File: src/rtl/fwd_hazard_ctrl_pkg.sv
// Shared types and select encoding for the EXE-stage forwarding/hazard controller.
package fwd_hazard_ctrl_pkg;

  localparam int ADDR_W       = 5;
  localparam int FORW_SEL_LEN = 2;

  // EXE datapath decodes these values; 2'd3 is never produced.
  localparam logic [FORW_SEL_LEN-1:0] FORW_SEL_ID  = 2'd0;
  localparam logic [FORW_SEL_LEN-1:0] FORW_SEL_MEM = 2'd1;
  localparam logic [FORW_SEL_LEN-1:0] FORW_SEL_WB  = 2'd2;

  typedef logic [ADDR_W-1:0] reg_addr_t;

  typedef struct packed {
    reg_addr_t dest;
    logic      wb_en;
    logic      mem_r_en;
  } stage_ctl_t;

  localparam stage_ctl_t STAGE_BUBBLE = '0;

  // Register $0 is hardwired, so a match on it is never a real dependency.
  function automatic logic addr_hit(input reg_addr_t src, input stage_ctl_t ctl);
    return ctl.wb_en && (ctl.dest == src) && (src != '0);
  endfunction

endpackage

File: src/rtl/fwd_sel_cmp.sv
// Picks the forwarding source for one EXE operand; the younger MEM producer wins over WB.
module fwd_sel_cmp
  import fwd_hazard_ctrl_pkg::*;
(
  input  reg_addr_t                src,
  input  logic                     en,
  input  stage_ctl_t               mem_ctl,
  input  stage_ctl_t               wb_ctl,
  input  logic                     fwd_en,
  output logic [FORW_SEL_LEN-1:0]  sel
);

  logic unused_ctl;
  assign unused_ctl = mem_ctl.mem_r_en ^ wb_ctl.mem_r_en;

  always_comb begin
    sel = FORW_SEL_ID;
    if (fwd_en && en) begin
      if (addr_hit(src, mem_ctl)) begin
        sel = FORW_SEL_MEM;
      end else if (addr_hit(src, wb_ctl)) begin
        sel = FORW_SEL_WB;
      end
    end
  end

endmodule

File: src/rtl/fwd_hazard_ctrl.sv
// EXE forwarding selects and ID load-use stall, driven by a private shadow of the
// EXE/MEM/WB register-address pipeline so only ID decode fields are needed as inputs.
module fwd_hazard_ctrl
  import fwd_hazard_ctrl_pkg::*;
#(
  parameter int REG_ADDR_LEN = ADDR_W,
  parameter int CNT_W        = 16
) (
  input  logic                     clk,
  input  logic                     rst,
  input  logic                     fwd_en,
  input  logic                     flush,
  input  logic [REG_ADDR_LEN-1:0]  src1_ID,
  input  logic [REG_ADDR_LEN-1:0]  src2_ID,
  input  logic [REG_ADDR_LEN-1:0]  dest_ID,
  input  logic                     WB_EN_ID,
  input  logic                     MEM_R_EN_ID,
  input  logic                     is_st_ID,
  input  logic                     two_src_ID,
  output logic [FORW_SEL_LEN-1:0]  val1_sel,
  output logic [FORW_SEL_LEN-1:0]  val2_sel,
  output logic [FORW_SEL_LEN-1:0]  ST_val_sel,
  output logic                     hazard_stall,
  output logic [CNT_W-1:0]         stall_cnt
);

  stage_ctl_t exe_ctl, mem_ctl, wb_ctl;
  reg_addr_t  src1_exe, src2_exe;
  logic       is_st_exe, two_src_exe;

  reg_addr_t  src1_id, src2_id, dest_id;
  logic       src2_used;
  logic       hit1_exe, hit2_exe, hit1_mem, hit2_mem;
  logic       load_use, raw_no_fwd, stall_raw;

  assign src1_id = src1_ID;
  assign src2_id = src2_ID;
  assign dest_id = dest_ID;

  // Stores read rt as data even when the ALU uses an immediate.
  assign src2_used = two_src_ID | is_st_ID;

  always_comb begin
    hit1_exe   = addr_hit(src1_id, exe_ctl);
    hit2_exe   = src2_used && addr_hit(src2_id, exe_ctl);
    hit1_mem   = addr_hit(src1_id, mem_ctl);
    hit2_mem   = src2_used && addr_hit(src2_id, mem_ctl);
    load_use   = exe_ctl.mem_r_en && (hit1_exe || hit2_exe);
    raw_no_fwd = hit1_exe || hit2_exe || hit1_mem || hit2_mem;
    stall_raw  = fwd_en ? load_use : raw_no_fwd;
    hazard_stall = stall_raw && !flush;
  end

  // WB never stalls: the register file writes on the falling edge, ahead of the ID read.
  always_ff @(posedge clk or negedge rst) begin
    if (!rst) begin
      exe_ctl     <= STAGE_BUBBLE;
      mem_ctl     <= STAGE_BUBBLE;
      wb_ctl      <= STAGE_BUBBLE;
      src1_exe    <= '0;
      src2_exe    <= '0;
      is_st_exe   <= 1'b0;
      two_src_exe <= 1'b0;
    end else begin
      if (hazard_stall || flush) begin
        exe_ctl     <= STAGE_BUBBLE;
        src1_exe    <= '0;
        src2_exe    <= '0;
        is_st_exe   <= 1'b0;
        two_src_exe <= 1'b0;
      end else begin
        exe_ctl     <= '{dest: dest_id, wb_en: WB_EN_ID, mem_r_en: MEM_R_EN_ID};
        src1_exe    <= src1_id;
        src2_exe    <= src2_id;
        is_st_exe   <= is_st_ID;
        two_src_exe <= two_src_ID;
      end
      mem_ctl <= exe_ctl;
      wb_ctl  <= '{dest: mem_ctl.dest, wb_en: mem_ctl.wb_en, mem_r_en: 1'b0};
    end
  end

  always_ff @(posedge clk or negedge rst) begin
    if (!rst) begin
      stall_cnt <= '0;
    end else if (hazard_stall && (stall_cnt != '1)) begin
      stall_cnt <= stall_cnt + CNT_W'(1);
    end
  end

  fwd_sel_cmp u_val1_cmp (
    .src     (src1_exe),
    .en      (1'b1),
    .mem_ctl (mem_ctl),
    .wb_ctl  (wb_ctl),
    .fwd_en  (fwd_en),
    .sel     (val1_sel)
  );

  fwd_sel_cmp u_val2_cmp (
    .src     (src2_exe),
    .en      (two_src_exe),
    .mem_ctl (mem_ctl),
    .wb_ctl  (wb_ctl),
    .fwd_en  (fwd_en),
    .sel     (val2_sel)
  );

  fwd_sel_cmp u_st_cmp (
    .src     (src2_exe),
    .en      (is_st_exe),
    .mem_ctl (mem_ctl),
    .wb_ctl  (wb_ctl),
    .fwd_en  (fwd_en),
    .sel     (ST_val_sel)
  );

endmodule

File: config.mk
export PLATFORM = sky130hd
export DESIGN_NAME = fwd_hazard_ctrl
export DESIGN_NICKNAME = d
export VERILOG_FILES = /design/src/rtl/fwd_hazard_ctrl_pkg.sv /design/src/rtl/fwd_sel_cmp.sv /design/src/rtl/fwd_hazard_ctrl.sv
export SDC_FILE = /design/constraint.sdc
export NUM_CORES = 1
export LEC_CHECK = 0
export BUFFER_PORTS_ARGS = -buffer_cell sky130_fd_sc_hd__buf_2
export CORE_MARGIN = 2
export CORE_UTILIZATION = 55
export CTS_BUF_LIST = sky130_fd_sc_hd__clkbuf_16
export CTS_CLUSTER_SIZE = 10
export DETAILED_ROUTE_END_ITERATION = 6
export GPL_ROUTABILITY_DRIVEN = 0
export MAX_ROUTING_LAYER = met4
export PLACE_DENSITY = 0.79
export SYNTH_ARGS = -nofsm -noshare
export SYNTH_HDL_FRONTEND = slang
export SYNTH_SLANG_ARGS = --single-unit
export TNS_END_PERCENT = 20
File: constraint.sdc
create_clock -name clk -period 2.8 [get_ports clk]
set_clock_uncertainty 0.05 [all_clocks]
set_input_delay 0.42 -clock clk [delete_from_list [all_inputs] [get_ports clk]]
set_output_delay 0.42 -clock clk [all_outputs]
set_load 0.005 [all_outputs]
==> metrics.md, run 1 <==
| Metric | Value |
|---|---|
| Pwr Density | `551.4 nW/µm²` |
| Reg2reg start | `mem_ctl[4]` |
| First-pass GRT wire length | `7.921 mm` |
| CTS Hold Bufs | `0` |
| CP Data Arrival Time | `2.17 ns` |
| CTS tree | `yes` |
| Commonest cells after routing, fill and taps aside | `dfrtp_1, buf_2, xnor2_1` |
| XOR/XNOR share of the synthesized area | `20.10%` |
| Critical Path Max Stage Delay | `0.53 ns` |
| Largest family of logic cells by synthesized area | `XOR/XNOR gates` |
| Worst vdd ir | `0.5470 mV` |
| Static leakage | `1.332 nW` |
| Tmin final | `2.643 ns` |
| Crit Path Max Fanout | `3` |
| DIE AREA | `4901 µm²` |
| Gr usage total | `21.06%` |
| First-pass DRT Iterations | `4` |
| RSZ-0062 raised after global routing | `false` |
| DP HPWL | `3.399 mm` |
| Clock Sinks | `47` |
| Post-Synth Simple-Gate Area | `17.02%` |
| Max Transition Viols Final | `0` |
| Yosys top cell area share | `49.09%` |
| Final hold vios | `0` |
| Area leader, netlist | `dfrtp_1` |
| Die W | `70.01 µm` |
| Crit-path cells | `or4_1 -> nor2_1 -> nor4_1 -> or4_1 -> nor2_1 -> buf_2` |
| Vias in the first global route | `1662` |
| Post-CTS Resized | `0` |
| Mapped cell area | `2396 µm²` |
| Yosys warning total | `0` |
| Max-cap viol count | `0` |
| Layout cells sized above 1 | `25.88%` |
| Sequential Area | `1176 µm²` |
| Latest clock arrival within the worst-skew pair | `0.28 ns` |
| Area occupied by multi-input gates | `1156 µm²` |
| Yosys cell types | `31` |
| Worst Setup EP | `ST_val_sel[1]` |
| Residual DRC | `0` |
| Die height | `70.01 µm` |
| Core footprint | `4264 µm²` |
| Number of routed nets with antenna violations | `0` |
| Post-CTS Repair Setup Buffers | `0` |
| Synth Area in Adders | `0.5222%` |
| Synth top area cells | `dfrtp_1, xnor2_1, xor2_1, and2_1, a2111oi_1` |
| Mapped Nets | `227` |
| Most common cell after layout, fill and taps aside | `dfrtp_1` |
| Layout Area Growth over Synthesis | `18.33%` |
| Register area share after synthesis | `49.09%` |
| Initial Utilization | `56.19%` |
| Clock buffer depth | `2` |
| Status | `finished, final reports clean` |
| Crit start category | `register` |
| Total negative setup slack | `0 ns` |
| HP Class | `in -> async` |
| #FFs+latches synth | `47` |
| Tcrit/Tclk final | `94.39%` |
| FP Rows | `24` |
| Final wirelength | `4.569 mm` |
| Synthesized area per cell | `11.80 µm²` |
| Root Buffer | `clkbuf_16` |
| Post-synthesis cell count | `203` |
| Post-DR wirelength/cell | `14.88 µm` |
| Final Non-Filler Cells | `307` |
| Placed Instance Area | `2671 µm²` |
| Slew HR | `34.30%` |
| Layout filler cell count | `343` |
| Worst Setup End Kind | `primary output` |
| Worst reg-to-reg setup slack | `0.45 ns` |
| Final Setup Violations | `0` |
| Multiplexer area fraction after synthesis | `0.6266%` |
| Placed cells | `299` |
| Finished Cell Area | `2835 µm²` |
| Clk slew on worst S/H paths | `0.06 ns` |
| CP Data Required Time | `2.33 ns` |
| Initial antenna violation count | `0` |
| IO Port Bufs | `45` |
| Largest net degree at the start of global routing | `48` |
| Via density | `5.397` |
| Max Clk Rate | `0.3784 GHz` |
| Nets | `278` |
| Critical-path top delay cell | `or4_1` |
| Vias | `1657` |
| Compound-Gate Fraction of Synth Area | `9.974%` |
| WS Path Type | `reg -> out` |
| Crit path launch | `src2_exe[1]` |
| H-tree depth | `2` |
| Initial DRC Count | `33` |
| R2R cell count | `7` |
| Num CTS Buffers | `5` |
| Diodes inserted | `0` |
| Worst R2R End | `stall_cnt[11]` |
| Total I/O pin count | `46` |
| GRT Residual Overflow | `0` |
| Slew of the pin with the lowest slew margin | `0.9855 ns` |
kinds of logic after synthesis:
kind of cell    after synthesis
xor+xnor                     55
flops                        47
buf+inv                       9
compound gates               20
mux                           1
simple gates                 70
fa+ha+maj                     1
layout make-up:
class | count | area share [%]
Clock buffer | 5 | 4.413
Clock inverter | 3 | 1.368
Inverter | 3 | 0.3972
Multi-Input combinational cell | 147 | 40.78
Sequential cell | 47 | 41.48
Tap cell | 52 | 2.295
Timing Repair Buffer | 50 | 9.267
synthesized netlist by cell type (all sizes together):
library cell  count
nor4              6
nor2              5
or4               5
o22ai             1
inv               3
buf               4
xor2             24
o221ai            1
or3               2
and3              3
xnor2            31
o211ai            1
and3b             1
o21bai            1
a211oi            5
nand4             6
nor3              1
a21oi             3
nand3            12
and2             20
a2111oi           8
nand2             9
mux2              1
clkbuf            2
ha                1
dfrtp            47
critical path, delay by kind of cell (launching register included):
kind,cells,cell delay (ns)
buf+inv,1,0.11
simple gates,5,1.36
flops,1,0.41
per-stage QoR:
stage / utilization, % / hold WS, ns / power, mW / worst slack, ns
final: 66.49 / 0.2503 / 1.563 / 0.1571
after global routing: 66.49 / 0.2874 / 1.630 / 0.03162
after CTS: 66.49 / 0.2845 / 1.573 / 0.1329
after detailed placement: 62.65 / 0.3743 / 0.9271 / 0.3389
after global placement: 62.65 / 0.3579 / 0.9202 / 0.3557
after floorplan: - / 0.07441 / 0.8584 / 0.6229
worst min path at each step:
stage	end
after CTS	exe_ctl[1]
after global routing	exe_ctl[3]
final	exe_ctl[6]
after detailed placement	mem_ctl[1]
after floorplan	exe_ctl[0]
after global placement	mem_ctl[1]
metal layers:
layer	vias up	routed length, µm	part of all wire, %	GRT usage (%)
met4	0	70	1.5	7.265
li1	812	-	-	-
met3	8	177	3.9	3.608
met5	-	0	0	-
met2	37	2223	49	33.02
met1	800	2097	46	28.02
flip-flops by register name, indices dropped and copies added (netlist names):
signal	flops
stall_cnt	16
exe_ctl	7
mem_ctl	6
wb_ctl	6
src1_exe	5
src2_exe	5
is_st_exe	1
two_src_exe	1
report_power, final:
group / total, mW / switching [mW] / internal, mW
logic: 0.159 / 0.0778 / 0.0816
clock network: 0.650 / 0.234 / 0.416
registers: 0.754 / 0.0413 / 0.712
total: 1.56 / 0.354 / 1.21
(Power assumes the default switching activity.)
==> run 2: changes to the inputs <==
ABC_AREA = 1   (was unset)
CORE_ASPECT_RATIO = 1.25   (was unset)
CORE_UTILIZATION = 56   (was 55)
PLACE_DENSITY = 0.8   (was 0.79)
SLEW_MARGIN = 20   (was unset)
==> metrics.md, run 2 <==
| Metric | Value |
|---|---|
| Status | `finished, final reports clean` |
| Worst reg-to-reg setup slack | `0.65 ns (+0.20 ns)` |
| Tcrit/Tclk final | `86.34% (-8.0 points)` |
| Fin util | `65.66% (-0.84 points)` |
| Die W | `65.59 µm (-6.3%)` |
| Layout filler cell count | `413 (+20%)` |
| Worst Hold Slack | `0.06308 ns (-0.1872 ns)` |
| H-tree depth | `2 (unchanged)` |
| CP Data Required Time | `2.33 ns (about the same)` |
| CTS tree | `yes` |
| WS Path Type | `reg -> out` |
| Layout Area Growth over Synthesis | `15.22%` |
| Layout cells sized above 1 | `15.95% (-9.9 points)` |
| Final Setup Violations | `0 (unchanged)` |
| Static leakage | `1.667 nW (+25%)` |
| #FFs+latches synth | `47 (unchanged)` |
| Post-CTS Repair Setup Buffers | `0 (unchanged)` |
| Area leader, netlist | `dfrtp_1` |
| Via density | `5.204 (-3.6%)` |
| Top FF cell, synth | `dfrtp_1` |
| Initial DRC Count | `133 (+300%)` |
| Diodes inserted | `0 (unchanged)` |
| Num CTS Buffers | `5 (unchanged)` |
| Core footprint | `4659 µm² (+9.3%)` |
| Worst R2R End | `stall_cnt[3]` |
| Number of flops mapped to enable cells by yosys | `0 (unchanged)` |
| DP HPWL | `4.471 mm (+32%)` |
| Post-DR wirelength/cell | `13.18 µm (-11%)` |
| Ys async rst share | `100.0% (unchanged)` |
| CP Data Arrival Time | `1.95 ns (-0.22 ns)` |
| Clock Sinks | `47 (unchanged)` |
| Placed cells | `447 (+49%)` |
| Root Buffer | `clkbuf_16` |
| Slew HR | `63.35% (+29 points)` |
| Crit start category | `register` |
| Register area share after synthesis | `44.30% (-4.8 points)` |
| Initial antenna violation count | `0 (unchanged)` |
| Initial Utilization | `56.98% (+0.79 points)` |
| Most common cell after layout, fill and taps aside | `nand2_1` |
| Number of routed nets with antenna violations | `0 (unchanged)` |
| Yosys top cell area share | `44.30% (-4.8 points)` |
| Reg2reg start | `stall_cnt[0]` |
| Residual DRC | `0 (unchanged)` |
| Yosys warning total | `0 (unchanged)` |
| Worst vdd ir | `0.2944 mV (-46%)` |
| Nets | `418 (+50%)` |
| R2R cell count | `9 (+2)` |
| Synth top area cells | `dfrtp_1, nand2_1, nor2_1, xnor2_1, inv_1` |
| Vias | `2368 (+43%)` |
| Total negative setup slack | `0 ns (unchanged)` |
| Clock buffer depth | `2 (unchanged)` |
| Mapped cell area | `2655 µm² (+11%)` |
| IO Port Bufs | `45 (unchanged)` |
| Final worst slack | `0.3825 ns (+0.2253 ns)` |
| Max reg flops | `16 (unchanged)` |
| Vias in the first global route | `2381 (+43%)` |
| Final wirelength | `5.999 mm (+31%)` |
| Finished Cell Area | `3059 µm² (+7.9%)` |
| Pwr Density | `485.2 nW/µm² (-12%)` |
| Tmin final | `2.418 ns (-0.2253 ns)` |
| Die height | `80.99 µm (+16%)` |
| FP Rows | `28 (+17%)` |
| Crit Path Max Fanout | `18 (+15)` |
| Final hold vios | `0 (unchanged)` |
| Worst Setup End Kind | `primary output` |
| Max Clk Rate | `0.4136 GHz (+9.3%)` |
| Post-synthesis cell count | `347 (+71%)` |
| Slew of the pin with the lowest slew margin | `0.5464 ns (-0.4390 ns)` |
| CTS Hold Bufs | `0 (unchanged)` |
| Max-cap viol count | `0 (unchanged)` |
| Commonest cells after routing, fill and taps aside | `nand2_1, nor2_1, dfrtp_1` |
| Design Power | `1.484 mW (-5.1%)` |
| Post-CTS Resized | `0 (unchanged)` |
| First-pass DRT Iterations | `4 (unchanged)` |
| Synthesized area per cell | `7.651 µm² (-35%)` |
| Clk slew on worst S/H paths | `0.06 ns (about the same)` |
| First-pass GRT wire length | `10.34 mm (+30%)` |
| DIE AREA | `5311 µm² (+8.4%)` |
| Largest net degree at the start of global routing | `25 (-48%)` |
| Total I/O pin count | `46 (unchanged)` |
| Setup WS pre-CTS | `0.6806 ns (+0.3416 ns)` |
| Latest clock arrival within the worst-skew pair | `0.28 ns (about the same)` |
| Yosys cell types | `29 (-6.5%)` |
| Reg with most FFs | `stall_cnt` |
| Commonest cells in the netlist | `nand2_1, nor2_1, dfrtp_1` |
| GRT Residual Overflow | `0 (unchanged)` |
| Final Non-Filler Cells | `455 (+48%)` |
| RSZ-0062 raised after global routing | `false` |
| Most frequent cell after synthesis | `nand2_1` |
| Mapped Nets | `371 (+63%)` |
| Gr usage total | `26.02% (+5.0 points)` |
| Placed Instance Area | `2922 µm² (+9.4%)` |
| Largest regs | `stall_cnt (16), exe_ctl (7)` |
| HP Class | `in -> async` |
| Max Transition Viols Final | `0 (unchanged)` |
## run 2: cell types whose count changed after synthesis, moves of 5 or more
| cell | before | now |
|---|---|---|
| nand4_1 | 6 | 19 |
| xor2_1 | 24 | 11 |
| xnor2_1 | 31 | 19 |
| or4_1 | 5 | 0 |
| a211oi_1 | 5 | 0 |
| a2111oi_1 | 6 | 0 |
| nand2_1 | 9 | 100 |
| nor3_1 | 1 | 8 |
| nor2_1 | 5 | 49 |
| and2_1 | 20 | 1 |
| inv_1 | 3 | 44 |
## run 2: final cells by class
| type | instances | area (µm²) | area share [%] |
|---|---|---|---|
| inverter | 48 | 180.2 | 5.890 |
| clock inverter | 3 | 12.51 | 0.4090 |
| multi-input combinational | 246 | 1257 | 41.10 |
| tap | 60 | 75.07 | 2.454 |
| sequential | 47 | 1176 | 38.45 |
| timing repair buffer | 46 | 232.7 | 7.607 |
| clock buffer | 5 | 125.1 | 4.090 |
## run 2: routing by layer
metal	share of wire [%]	track usage (%)
met1	40	27.83
met2	55	48.16
met3	3.2	3.878
met4	2.3	10.00
met5	0	-
## run 2: how the worst max path moves through the flow
stage                 startpoint            end  slack, ns  cells past startpoint
finish                mem_ctl[4]   hazard_stall       0.38                     12
global route          mem_ctl[5]   hazard_stall       0.14                     13
CTS                   mem_ctl[4]   hazard_stall       0.40                     12
detailed placement    src2_ID[4]   hazard_stall       0.68                     13
global placement      src2_ID[4]   hazard_stall       0.70                     13
floorplan           stall_cnt[0]  stall_cnt[14]       1.09                      9
## run 2: cell families (layout without fill, tap and decap cells)
logic type	count (synthesis)	count (layout)	share of synthesized area, %
XOR/XNOR	30	30	9.896
AO/OA/AOI/OAI	12	12	2.780
buffers and inverters	54	102	8.341
flip-flops	47	47	44.30
AND/OR/NAND/NOR	203	203	34.21
adder cells (fa/ha/maj)	1	1	0.4712
## run 2: where the power goes
group / total [mW] / leakage [nW] / switching [mW] / internal, mW
Sequential: 0.747 / 0.622 / 0.0355 / 0.711
Combinational: 0.174 / 0.969 / 0.105 / 0.0692
Clock: 0.564 / 0.0762 / 0.241 / 0.323
Total: 1.48 / 1.67 / 0.381 / 1.10
## run 2: critical path, cell delays in order, from the launching register on
cell and delay [ns]:
dfrtp_1 0.45, inv_1 0.17, nand2_1 0.06, nand2_1 0.06, nand2_1 0.05, nor2_1 0.09
nand2_1 0.06, nand2_1 0.06, nand2_1 0.06, nand2_2 0.28, inv_1 0.12, nor2_1 0.09
buf_2 0.11
